## config.mk

```make
export PLATFORM = sky130hd
export DESIGN_NAME = gobou_bias_issuer
export DESIGN_NICKNAME = d
export VERILOG_FILES = /design/src/rtl/gobou_bias_pkg.sv /design/src/rtl/gobou_bias_cnt.sv /design/src/rtl/gobou_bias_issuer.sv
export SDC_FILE = /design/constraint.sdc
export NUM_CORES = 1
export LEC_CHECK = 0
export ABC_AREA = 1
export CAP_MARGIN = 20
export CORE_ASPECT_RATIO = 0.7
export CORE_MARGIN = 10
export CORE_UTILIZATION = 50
export CTS_CLUSTER_DIAMETER = 120
export CTS_CLUSTER_SIZE = 28
export DETAILED_ROUTE_END_ITERATION = 10
export PLACE_DENSITY = 0.77
export SETUP_SLACK_MARGIN = 0.3
export SYNTH_ARGS = -nofsm -noshare
export SYNTH_HDL_FRONTEND = slang
export SYNTH_SLANG_ARGS = --single-unit
```

## constraint.sdc

```tcl
create_clock -name clk -period 1.5 [get_ports clk]
set_input_delay 0.3 -clock clk [delete_from_list [all_inputs] [get_ports clk]]
set_output_delay 0.3 -clock clk [all_outputs]
set_load 0.1 [all_outputs]
```

## src/rtl/gobou_bias_pkg.sv

```systemverilog
// Shared definitions for the gobou bias-stage initiator: state encoding
// and the default widths and latency values.
package gobou_bias_pkg;

    localparam int OUTW_DEF       = 12;
    localparam int BWADDR_DEF     = 12;
    // Cycles from the last issued beat until the bias stage emits its delayed out_end.
    localparam int BIAS_STAGE_LAT = 2;

    typedef enum logic [2:0] {
        S_IDLE  = 3'd0,
        S_BEGIN = 3'd1,
        S_RUN   = 3'd2,
        S_DRAIN = 3'd3,
        S_DONE  = 3'd4
    } state_t;

endpackage

```

## src/rtl/gobou_bias_cnt.sv

```systemverilog
// Loadable down-counter with zero and one flags. Decrement saturates at zero.
module gobou_bias_cnt #(
    parameter int W = 12
) (
    input  logic         clk,
    input  logic         xrst,
    input  logic         load,
    input  logic [W-1:0] load_val,
    input  logic         dec,
    output logic         zero,
    output logic         last
);

    logic [W-1:0] value_reg;

    always_ff @(posedge clk) begin
        if (xrst) begin
            value_reg <= '0;
        end else if (load) begin
            value_reg <= load_val;
        end else if (dec && !zero) begin
            value_reg <= value_reg - W'(1);
        end
    end

    assign zero = (value_reg == '0);
    assign last = (value_reg == W'(1));

endmodule

```

## src/rtl/gobou_bias_issuer.sv

```systemverilog
// Initiator of the gobou bias-stage protocol: begin pulse, a burst of
// addressed beats with end on the last one, a drain wait, then ack.
module gobou_bias_issuer
    import gobou_bias_pkg::*;
#(
    parameter int OUTW      = OUTW_DEF,
    parameter int BWADDR    = BWADDR_DEF,
    parameter int DRAIN_CYC = BIAS_STAGE_LAT
) (
    input  logic              clk,
    input  logic              xrst,
    input  logic              req,
    input  logic [OUTW-1:0]   total_out,
    input  logic [BWADDR-1:0] bias_base,
    output logic              busy,
    output logic              ack,
    output logic              out_begin,
    output logic              out_valid,
    output logic              out_end,
    output logic [BWADDR-1:0] bias_addr
);

    // A zero drain would break the begin/ack ordering downstream; clamp to one.
    localparam int DRAIN_EFF = (DRAIN_CYC < 1) ? 1 : DRAIN_CYC;
    localparam int DW        = $clog2(DRAIN_EFF + 1);

    state_t state_reg;

    logic accept;
    logic beat_load, beat_dec, beat_zero, beat_last;
    logic drain_load, drain_dec, drain_zero, drain_last;

    assign accept     = (state_reg == S_IDLE) && req && (total_out != '0);
    assign beat_load  = accept;
    assign beat_dec   = (state_reg == S_BEGIN) || ((state_reg == S_RUN) && !beat_zero);
    assign drain_load = (state_reg == S_RUN) && beat_zero;
    assign drain_dec  = (state_reg == S_DRAIN) && !drain_zero;

    // Remaining beats still to be issued.
    gobou_bias_cnt #(.W(OUTW)) u_beat_cnt (
        .clk      (clk),
        .xrst     (xrst),
        .load     (beat_load),
        .load_val (total_out),
        .dec      (beat_dec),
        .zero     (beat_zero),
        .last     (beat_last)
    );

    gobou_bias_cnt #(.W(DW)) u_drain_cnt (
        .clk      (clk),
        .xrst     (xrst),
        .load     (drain_load),
        .load_val (DW'(DRAIN_EFF)),
        .dec      (drain_dec),
        .zero     (drain_zero),
        .last     (drain_last)
    );

    always_ff @(posedge clk) begin
        if (xrst) begin
            state_reg <= S_IDLE;
            busy      <= 1'b0;
            ack       <= 1'b0;
            out_begin <= 1'b0;
            out_valid <= 1'b0;
            out_end   <= 1'b0;
            bias_addr <= '0;
        end else begin
            case (state_reg)
                S_IDLE: begin
                    if (req) begin
                        busy <= 1'b1;
                        if (total_out != '0) begin
                            state_reg <= S_BEGIN;
                            out_begin <= 1'b1;
                            bias_addr <= bias_base;
                        end else begin
                            state_reg <= S_DONE;
                            ack       <= 1'b1;
                        end
                    end
                end
                S_BEGIN: begin
                    // bias_addr already holds the latched base for the first beat.
                    state_reg <= S_RUN;
                    out_begin <= 1'b0;
                    out_valid <= 1'b1;
                    out_end   <= beat_last;
                end
                S_RUN: begin
                    if (beat_zero) begin
                        state_reg <= S_DRAIN;
                        out_valid <= 1'b0;
                        out_end   <= 1'b0;
                    end else begin
                        bias_addr <= bias_addr + BWADDR'(1);
                        out_end   <= beat_last;
                    end
                end
                S_DRAIN: begin
                    if (drain_last) begin
                        state_reg <= S_DONE;
                        ack       <= 1'b1;
                    end
                end
                S_DONE: begin
                    state_reg <= S_IDLE;
                    ack       <= 1'b0;
                    busy      <= 1'b0;
                end
                default: begin
                    state_reg <= S_IDLE;
                    busy      <= 1'b0;
                    ack       <= 1'b0;
                    out_begin <= 1'b0;
                    out_valid <= 1'b0;
                    out_end   <= 1'b0;
                end
            endcase
        end
    end

endmodule

```

==> out/results.ini <==
[synth]
yosys_warnings=0
synthMuxAreaShare=0
yosys_register_bits=34
synth_top_family_by_area=simple AND/OR/NAND/NOR gates
avgSynthCellArea_um2=6.212
synth_compound_area_frac=0.09989
synth-simple-area-share=0.4406
synth.net_count=406
ys_types=33
async_flop_share=0
synthCells=373
synth_fa_ha_area_frac=0.03240
ys.flop_type=dfxtp_1
synthXorXnorAreaFrac=0.02646
yosysSeqAreaShare=0.2937
synth_edf_count=0
synth_area_um2=2317

[clock_tree]
holdBufCountCts=0
cts_tree=yes
cts_sinks=34
htree_levels=2
path_clk_slew_ps=70
root_buffer=clkbuf_8
clockBufferDepth=2
clock_latency_ps=300
numCtsBuffers=5

[timing]
hold_ws_ps=485.9
rsz0062_at_grt=yes
finalSetupViolCount=8
clock_skew_ps=9.030
period_share=1.054
hold_viol_final=0
fin_crit_ps=1581
worst_slew_pin_slew_ps=351.0
fmaxAchievable_ghz=0.6325
maxSlewViolCount=0
worst_slack_ps=-80.91
relSlewSlack=0.7635

[route]
post_drt_wl_per_cell_um=21.24
drc=0
postRouteAntennaNets=0
drtIter0Drc=424
vias=3253
firstDrtPassIters=5
wl_um=11090
vias_per_cell=6.232

[min_path]
min_path_type=in -> reg

[grt]
grt_pass1_wl_um=14170
grt_max_degree=17
first_global_vias=2925
antenna_found_initial=0
grt_use_total=0.2223
globalRouteOverflowTotal=0

[floorplan]
die_y_um=76.96
ioPinCount=44
dieWidth_um=101.4
die-area_um2=7801
core_um2=4404
initial_core_util=0.5261
row_count=20

[run_status]
violations=setup timing
outcome=finished, violations left

[finish]
layout_commonest_cell=nand2_1
instances_no_fill=522
final_core_util=0.9043
layout_common_cells=nand2_1 (84), nor2_1 (41), buf_4 (38)
antennaDiodeCount=0
syn_to_final_growth_pct=71.87
drive_above_1_share=0.4390
layout.nets=499

[critical_path]
critPathLaunchType=input port
endpoint_kind=flop
cp.arrival_ps=1760
path_class=in -> reg
rrSetupSlack_ps=-60
required_ps=1680
crit_fanout=9

[placed_design]
place_inst=490
routabilityCongestion=0.8851
io_buffers=43
place_hpwl_um=5778

[flow_run]
drv_cap=0

[power]
peakVddDrop_mv=1.755
power_density_nw_per_um2=2619
power.leakage_nw=1.779

## critical path, stage by stage
cell,delay [ps]
dlygate4sd2_1,270
nor2_1,170
nand2_1,100
nor2_2,140
nand2_2,130
nand2_4,130
buf_12,140
nand2_8,100
o21ai_1,210
nor2_1,80
## cell usage after synthesis (4+ instances only)
cell,instances,area share
inv_1,41,0.066
inv_2,5,0.0081
nand2_1,96,0.16
a21oi_1,13,0.028
nor2_1,62,0.10
ha_1,6,0.032
dfxtp_1,34,0.29
a21oi_2,7,0.026
nand3_1,46,0.099
nand2_2,5,0.013
o21ai_1,4,0.0086
xor2_1,5,0.019
buf_2,4,0.0086
o21ai_0,14,0.030
nor3_1,4,0.0086
## layer usage
layer / GRT usage / vias up / wire length, µm
met4: 0.09028 / 0 / 719
met3: 0.05730 / 96 / 1429
met2: 0.3462 / 321 / 4933
li1: - / 1371 / -
met1: 0.2822 / 1465 / 4005
met5: 0 / - / 0
## layout make-up
| cell class | count | area [µm²] |
|---|---|---|
| repair buffers | 93 | 1056 |
| multi-input cells | 285 | 1823 |
| clock inverters | 2 | 8.758 |
| flip-flops and latches | 34 | 747.0 |
| inverters | 47 | 206.4 |
| fillers | 169 | 421.7 |
| well taps | 55 | 68.82 |
| clock buffers | 6 | 72.57 |
## repair_timing
item,CTS,global route
gates resized for setup,72,41
setup endpoints to repair,34,36
cloned,3,0
setup buffers,10,11
pin swaps,39,27
## power breakdown
part	switching, mW	internal [mW]	total, mW
logic	4.86	2.85	7.71
registers	0.628	1.38	2.01
clock network	0.393	0.320	0.713
total	5.88	4.55	10.4
## path summary, 6_finish.rpt
path                            depth (start not counted)         start                      end
worst max-delay path                                   10  total_out[5]             bias_addr[2]
worst min-delay path                                    5  total_out[2]  u_beat_cnt.value_reg[2]
worst max register to register                          8  state_reg[0]  u_beat_cnt.value_reg[8]
worst min register to register                          2     out_begin                out_begin
## metrics by stage
| step | worst slack [ps] | power [mW] | TNS (ps) | instance area [µm²] |
|---|---|---|---|---|
| after floorplan | 125.5 | 6.019 | 0 | 2547 |
| after global placement | -374.1 | 7.666 | -9019 | 3369 |
| after detailed placement | -473.4 | 7.806 | -11230 | 3369 |
| after CTS | 153.7 | 9.257 | 0 | 3754 |
| after global routing | -99.22 | 10.78 | -641.3 | 3983 |
| final | -80.91 | 10.43 | -202.5 | 3983 |
## cells by family (layout without fill, tap and decap cells)
family,Yosys count,count (layout)
AND/OR/NAND/NOR,229,232
AO/OA/AOI/OAI,40,40
flip-flops,34,34
buffers and inverters,57,148
adder cells (fa/ha/maj),6,6
XOR/XNOR,7,7
Power figures use the tool's default switching activity.
